<file path="config.mk">
export PLATFORM = sky130hd
export DESIGN_NAME = sap_io_bridge
export DESIGN_NICKNAME = d
export VERILOG_FILES = /design/src/rtl/sap_io_pkg.sv /design/src/rtl/sap_io_fifo.sv /design/src/rtl/sap_io_bridge.sv
export SDC_FILE = /design/constraint.sdc
export NUM_CORES = 1
export LEC_CHECK = 0
export ABC_AREA = 0
export ABC_CLOCK_PERIOD_IN_PS = 3410
export CAP_MARGIN = 0
export CORE_MARGIN = 2
export CORE_UTILIZATION = 53
export CTS_BUF_LIST = sky130_fd_sc_hd__clkbuf_4
export DETAILED_ROUTE_END_ITERATION = 16
export GPL_TIMING_DRIVEN = 0
export PLACE_DENSITY = 0.91
export SYNTH_ARGS = -nofsm -noshare
export SYNTH_HDL_FRONTEND = slang
export SYNTH_SLANG_ARGS = --single-unit
</file>
<file path="constraint.sdc">
create_clock -name CLK -period 3.41 [get_ports CLK]
set_clock_uncertainty 0.15 [all_clocks]
set_input_delay 1.023 -clock CLK [delete_from_list [all_inputs] [get_ports CLK]]
set_output_delay 1.023 -clock CLK [all_outputs]
set_load 0.02 [all_outputs]
</file>
<file path="src/rtl/sap_io_pkg.sv">
// Shared defaults and entry type for the SAP-2 I/O bridge.
// Optional drop counter is enabled by defining SAP_IO_DROP_CNT_EN.
package sap_io_pkg;

    localparam int DATA_W_DEF     = 8;
    localparam int NUM_PORTS_DEF  = 2;
    localparam int FIFO_DEPTH_DEF = 4;

    // A single output port still needs a 1-bit index field.
    function automatic int port_w(input int num_ports);
        return (num_ports > 1) ? $clog2(num_ports) : 1;
    endfunction

    localparam int PORT_W_DEF = port_w(NUM_PORTS_DEF);

    typedef struct packed {
        logic [PORT_W_DEF-1:0] port;
        logic [DATA_W_DEF-1:0] data;
    } io_entry_t;

endpackage

</file>
<file path="src/rtl/sap_io_fifo.sv">
// Generic synchronous FIFO with wrap-bit pointers.
// Latency: push visible at head one cycle later, no bypass.
// Backpressure: push while full and pop while empty are ignored.
module sap_io_fifo #(
    parameter int WIDTH = 9,
    parameter int DEPTH = 4,
    parameter int CNT_W = $clog2(DEPTH) + 1
) (
    input  logic             clk,
    input  logic             rst,
    input  logic             push,
    input  logic [WIDTH-1:0] push_dat,
    input  logic             pop,
    output logic [WIDTH-1:0] head,
    output logic             full,
    output logic             empty,
    output logic [CNT_W-1:0] count
);

    localparam int AW = CNT_W - 1;

    logic [WIDTH-1:0] mem [DEPTH];
    logic [CNT_W-1:0] wr_ptr;
    logic [CNT_W-1:0] rd_ptr;
    logic             do_push;
    logic             do_pop;

    // Pointers carry one extra wrap bit so full and empty are distinguishable.
    assign full    = (wr_ptr[AW] != rd_ptr[AW]) && (wr_ptr[AW-1:0] == rd_ptr[AW-1:0]);
    assign empty   = (wr_ptr == rd_ptr);
    assign count   = wr_ptr - rd_ptr;
    assign do_push = push && !full;
    assign do_pop  = pop && !empty;
    assign head    = mem[rd_ptr[AW-1:0]];

    always_ff @(posedge clk) begin
        if (do_push) begin
            mem[wr_ptr[AW-1:0]] <= push_dat;
        end
    end

    always_ff @(posedge clk or posedge rst) begin
        if (rst) begin
            wr_ptr <= '0;
            rd_ptr <= '0;
        end else begin
            if (do_push) begin
                wr_ptr <= wr_ptr + 1'b1;
            end
            if (do_pop) begin
                rd_ptr <= rd_ptr + 1'b1;
            end
        end
    end

endmodule

</file>
<file path="src/rtl/sap_io_bridge.sv">
// SAP-2 core to pad bridge: queued OUT writes to per-port registers, synchronised IN reads.
// Latency: write to out_valid 1 cycle; pad input to rd_data 2 sync cycles plus 1 at rd_en.
// Backpressure: out_ready stalls the queue, cpu_stall when full. SAP_IO_DROP_CNT_EN adds drop_cnt.
module sap_io_bridge
    import sap_io_pkg::*;
#(
    parameter int DATA_W     = DATA_W_DEF,
    parameter int NUM_PORTS  = NUM_PORTS_DEF,
    parameter int FIFO_DEPTH = FIFO_DEPTH_DEF
) (
    input  logic                                CLK,
    input  logic                                RST,
    input  logic                                wr_en,
    input  logic [port_w(NUM_PORTS)-1:0]        wr_port,
    input  logic [DATA_W-1:0]                   wr_data,
    output logic                                cpu_stall,
    output logic                                out_valid,
    input  logic                                out_ready,
    output logic [port_w(NUM_PORTS)-1:0]        out_port,
    output logic [DATA_W-1:0]                   out_data,
    output logic [NUM_PORTS*DATA_W-1:0]         port_q,
    output logic [$clog2(FIFO_DEPTH):0]         fifo_count,
    input  logic [DATA_W-1:0]                   in_pins,
    input  logic                                rd_en,
    output logic [DATA_W-1:0]                   rd_data,
    output logic                                rd_valid
`ifdef SAP_IO_DROP_CNT_EN
    ,
    output logic [7:0]                          drop_cnt
`endif
);

    localparam int PORT_W = port_w(NUM_PORTS);
    localparam int CNT_W  = $clog2(FIFO_DEPTH) + 1;

    typedef struct packed {
        logic [PORT_W-1:0] port;
        logic [DATA_W-1:0] data;
    } entry_t;

    entry_t            wr_ent;
    entry_t            head_ent;
    logic              full;
    logic              empty;
    logic              pop;
    logic [DATA_W-1:0] sync1;
    logic [DATA_W-1:0] sync2;

    assign wr_ent.port = wr_port;
    assign wr_ent.data = wr_data;

    sap_io_fifo #(
        .WIDTH (PORT_W + DATA_W),
        .DEPTH (FIFO_DEPTH),
        .CNT_W (CNT_W)
    ) u_fifo (
        .clk      (CLK),
        .rst      (RST),
        .push     (wr_en),
        .push_dat (wr_ent),
        .pop      (pop),
        .head     (head_ent),
        .full     (full),
        .empty    (empty),
        .count    (fifo_count)
    );

    assign cpu_stall = full;
    assign out_valid = !empty;
    assign pop       = out_valid && out_ready;
    // Storage is not reset, so the head is masked to keep outputs at zero while empty.
    assign out_port  = empty ? '0 : head_ent.port;
    assign out_data  = empty ? '0 : head_ent.data;

    // Out-of-range port indices are delivered on out_* but touch no holding register.
    always_ff @(posedge CLK or posedge RST) begin
        if (RST) begin
            port_q <= '0;
        end else if (pop) begin
            for (int p = 0; p < NUM_PORTS; p++) begin
                if (int'(out_port) == p) begin
                    port_q[p*DATA_W +: DATA_W] <= out_data;
                end
            end
        end
    end

    always_ff @(posedge CLK or posedge RST) begin
        if (RST) begin
            sync1    <= '0;
            sync2    <= '0;
            rd_data  <= '0;
            rd_valid <= 1'b0;
        end else begin
            sync1    <= in_pins;
            sync2    <= sync1;
            rd_valid <= rd_en;
            if (rd_en) begin
                rd_data <= sync2;
            end
        end
    end

`ifdef SAP_IO_DROP_CNT_EN
    always_ff @(posedge CLK or posedge RST) begin
        if (RST) begin
            drop_cnt <= '0;
        end else if (wr_en && full && (drop_cnt != 8'hFF)) begin
            drop_cnt <= drop_cnt + 8'd1;
        end
    end
`endif

endmodule

</file>
* Word-level counts from Yosys, hierarchy flattened
Memory sizes are Yosys's and may differ from the RTL's. Cells that the tools add are included.
Cells by class: equality and inequality tests 3, bitwise operators 1, multiplexer cells 4, reductions and logical operators 8, $add $sub $neg 3
Operators by type and width (number):
- 8-bit 2-to-1 mux | 1
- 3-bit by 1-bit adder with 3-bit output, second input constant | 2
- 1-bit logical AND | 4
- 2-bit AND reduction | 2
- 3-bit equality test | 1
- 1-bit 2-to-1 mux | 3
- 3-bit subtractor | 1
- 2-bit equality test | 1
- 1-bit zero test | 2
- 1-bit inequality test | 1
- 1-bit inverter | 1
Storage, ports and cells: memories 1, output and inout bits 39, word-level logic and storage cells 28, bits in registers 47, input port bits 22, bits in writable memories 36
Memory list:
- u_fifo.mem | depth 4, bits a word 9, read ports 1, clocked after memory_dff 0, write ports 1, RTL line sap_io_fifo.sv:22 | logic [WIDTH-1:0] mem [DEPTH];

* Logic depth before layout (Yosys ltp)
depth after elaboration 6, mapped depth 6, depth with buffers taken out 5

* Hierarchy
From an unflattened synthesis, not the netlist that was laid out.
Second synthesis, totals: cells, all modules 174, area, all modules 3163.0 um^2
Modules (own cells, without submodules):
- sap_io_fifo | sequential area each 1231.2 um^2, area each 1757.9 um^2, cells each 93, times used 1
- sap_io_bridge | sequential area each 1026.0 um^2, area each 1405.1 um^2, cells each 81, times used 1

* Least setup slack after synthesis
No wires, ideal clock.
kind flip-flop to output port, from reg u_fifo.rd_ptr[1], to out out_valid, arrival 1719 ps, stages on the path, launching flop included 7, path buffers 1, slack 518 ps, cells stage by stage dfrtp_1 > clkbuf_1 > inv_1 > ha_1 > nand2_1 > nor2_1 > inv_1
Between the ends: word-level cells in the longest chain between the ends 2
RTL lines:
- start: declaration | RTL line sap_io_fifo.sv:24 | logic [CNT_W-1:0] rd_ptr;
- start signal: assignment | RTL line sap_io_fifo.sv:51 | rd_ptr <= rd_ptr + 1'b1;
- 3-bit equality test | RTL line sap_io_fifo.sv:30 | assign empty = (wr_ptr == rd_ptr);
- 1-bit zero test | RTL line sap_io_bridge.sv:69 | assign out_valid = !empty;
- end: declaration | RTL line sap_io_bridge.sv:17 | output logic out_valid,
No other way between the ends.

* Worst setup path after layout
from reg u_fifo.rd_ptr[0], to out out_data[5]
Between the ends: word-level cells in the longest chain between the ends 2
RTL lines:
- memory read 4 x 9 bit / 3-bit equality test (equally long branches)
- 8-bit 2-to-1 mux (*) | RTL line sap_io_bridge.sv:73 | assign out_data = empty ? '0 : head_ent.data;
- end: declaration | RTL line sap_io_bridge.sv:20 | output logic [DATA_W-1:0] out_data,
Mark *: on every way between the ends. The rest lies on a longest branch, timed or not.

==> run_results.csv <==
group,metric,value,unit
timing,holdWs,0.215,ns
worst_hold_path,worstHoldPathType,"flop to flop",
synth,ys_warn_count,0,
flow_run,cap_violations,0,
power_and_ir_drop,vdd.ir_drop.worst,0.615,mV
synth,yosysSeqAreaShare,71.5,%
worst_hold_path,hold_path.startpoint,"sync1[6]",
worst_hold_path,whs_path_depth,0,
floorplanning,rows,28,
timing,fmax,303,MHz
synth,synth.net_count,197,
worst_hold_path,hold_path_end,"sync2[6]",
synth,synth_common_cells,"dfrtp_1, edfxtp_1, mux2_2, inv_1, nor2b_1",
cts,htree_levels,3,
setup_path,r2r_start,"u_fifo.rd_ptr[1]",
cts,ctsHoldBuffers,0,
cts,clock_latency,0.44,ns
grt,grt_usage,20.7,%
routing,routed_wirelength,6.35,mm
setup_path,endpoint_kind,"output pin",
synth,synth_ff_type,"dfrtp_1",
setup_path,crit_required,2.24,ns
floorplanning,core_area,5850,um2
placed_design,routabilityCongestion,0.679,
synth,syn_inst,167,
synth,synth_cell_types,21,
timing,fin_crit,3.30,ns
routing,drt-vias-per-instance,5.37,
cells_and_area,antenna_cells,0,
timing,hold_viol_final,0,
setup_path,reg2reg_slack,0.77,ns
power_and_ir_drop,power_density,1020,nW/um2
synth,yosysMostFrequentCell,"dfrtp_1",
timing,relSlewSlack,60.2,%
synth,synth_area_leaders,"dfrtp_1, edfxtp_1, mux2_2, mux4_1, ha_1",
timing,setup_viol,0,
cells_and_area,layout-drive-gt1-share,26.2,%
power_and_ir_drop,p_leak,1.66,nW
synth,synth.avg_cell_area,18.9,um2
routing,ant_nets,0,
synth,synth_top_area_cell,"dfrtp_1",
setup_path,crit_type,"flop to output pin",
floorplanning,die_area,6590,um2
outcome,outcome,"finished clean",
setup_path,reg2reg_depth,6,
cts,cts_sinks,83,
setup_path,r2r_end,"u_fifo.mem[0][0]",
grt,antenna_found_initial,0,
cells_and_area,nets,273,
timing,drv_slew,0,
synth,yosys_register_bits,83,
floorplanning,ios,61,
cts,cts_buffers,9,
placed_design,dp_hpwl,4.12,mm
synth,synthArstFlopShare,56.6,%
setup_path,critPathLaunchType,"flop",
cts,cts_root_buf,"clkbuf_4",
grt,grt_pass1_wl,9.16,mm
timing,fin_crit_sh,96.9,%
cts,clk_pin_slew,0.13,ns
floorplanning,start_util,54.0,%
placed_design,portBuffers,60,
timing,setup-tns-final,0,ns
cts,cts_tree,"built",
grt,grt_pass1_vias,1671,
routing,drt_iter0_markers,123,
synth,synth_edf_count,36,
synth,synth_top_area_share,37.3,%
cells_and_area,area_growth,29.9,%
setup_path,path_max_fanout,10,
cts,cts_buffer_depth,2,
routing,dr.pass1.iters,4,
timing,worstMarginPinSlew,0.591,ns
grt,grt_max_degree,29,
grt,gr-total-overflow,0,
floorplanning,fp.dieH,81.2,um
setup_path,crit_arrival,2.13,ns
routing,avgRoutedWirePerCell,19.6,um
floorplanning,die_width,81.2,um
synth,syn_area,3160,um2
routing,drc,0,
routing,vias,1736,
-- area by class of cell --
cell class	instances	area (um2)
buffer	3	32.5
multi-input combinational	72	873
clock inverter	6	113
sequential	83	2260
inverter	9	33.8
timing repair buffer	65	621
tap	75	93.8
clock buffer	10	75.1
fill	338	1750
-- kinds of logic (layout without fill, tap and decap cells) --
logic type      count (synthesis)  after routing  share of synthesized area [%]
simple gates                   16             16                           2.93
mux                            35             35                           16.6
buf+inv                        12             93                           1.66
xor+xnor                        7              7                           1.94
compound gates                  6              6                           1.90
fa+ha+maj                       8              8                           3.41
flops                          83             83                           71.5
-- placed cells by master (no fill, tap or decap), drive strengths merged, types with 2 or more instances in the layout --
cell type / n
xnor2: 6
dlygate4sd2: 6
inv: 10
mux4: 9
clkdlybuf4s50: 47
edfxtp: 36
ha: 7
clkbuf: 15
buf: 9
bufinv: 3
clkinv: 2
nor2: 2
nor2b: 9
and2: 4
o211ai: 3
mux2: 26
dfrtp: 47
-- sequential cells by signal, summed over array words and instances, names as in the netlist --
| name | count |
|---|---|
| sync1 | 8 |
| rd_data | 8 |
| port_q | 16 |
| sync2 | 8 |
| u_fifo.rd_ptr | 3 |
| u_fifo.wr_ptr | 3 |
| u_fifo.mem | 36 |
| rd_valid | 1 |
-- how the worst max path moves through the flow --
| stage | startpoint | endpoint | cells past startpoint |
|---|---|---|---|
| after floorplan | u_fifo.rd_ptr[1] | out_valid | 6 |
| after global placement | u_fifo.rd_ptr[1] | out_data[6] | 7 |
| after detailed placement | u_fifo.rd_ptr[1] | out_data[0] | 7 |
| after CTS | u_fifo.rd_ptr[1] | out_data[4] | 8 |
| after global routing | u_fifo.wr_ptr[0] | fifo_count[2] | 5 |
| final | u_fifo.rd_ptr[0] | out_data[5] | 4 |
-- routing by layer --
layer,GRT usage (%),vias to the layer above,routed length [um]
li1,-,760,-
met1,24.1,887,2410
met2,34.2,74,3380
met3,8.11,15,368
met4,8.64,0,189
met5,0,-,0
-- where the power goes --
part	internal [mW]	leakage, nW	switching (mW)	total [mW]
combinational	0.922	0.679	1.08	2.00
clock	0.382	0.101	0.327	0.710
sequential	1.32	0.879	0.140	1.46
-- through the flow --
step	power [mW]	std cells	area (um2)	utilization (%)	setup WS (ns)
after floorplan	2.59	167	3160	-	0.518
after detailed placement	3.40	303	3870	66.2	-0.469
after CTS	4.10	321	4090	69.9	0.000493
final	4.16	323	4100	70.1	0.106
after global routing	4.39	323	4100	70.1	-0.0182
after global placement	3.31	302	3850	65.8	-0.377
-- worst max-delay path, stage by stage, from the launching register on --
cell and delay (ns):
dfrtp_1 0.45, buf_8 0.18, mux4_1 0.61, nor2b_1 0.15, dlygate4sd2_1 0.32
-- repair_timing --
| item | in CTS | in global routing |
|---|---|---|
| setup buffers | 2 | 2 |
| endpoints found under the setup margin | 13 | 10 |
| pin swaps | 1 | 1 |
| resized for setup | 25 | 17 |
No activity file was read; power rests on OpenSTA's default activity.
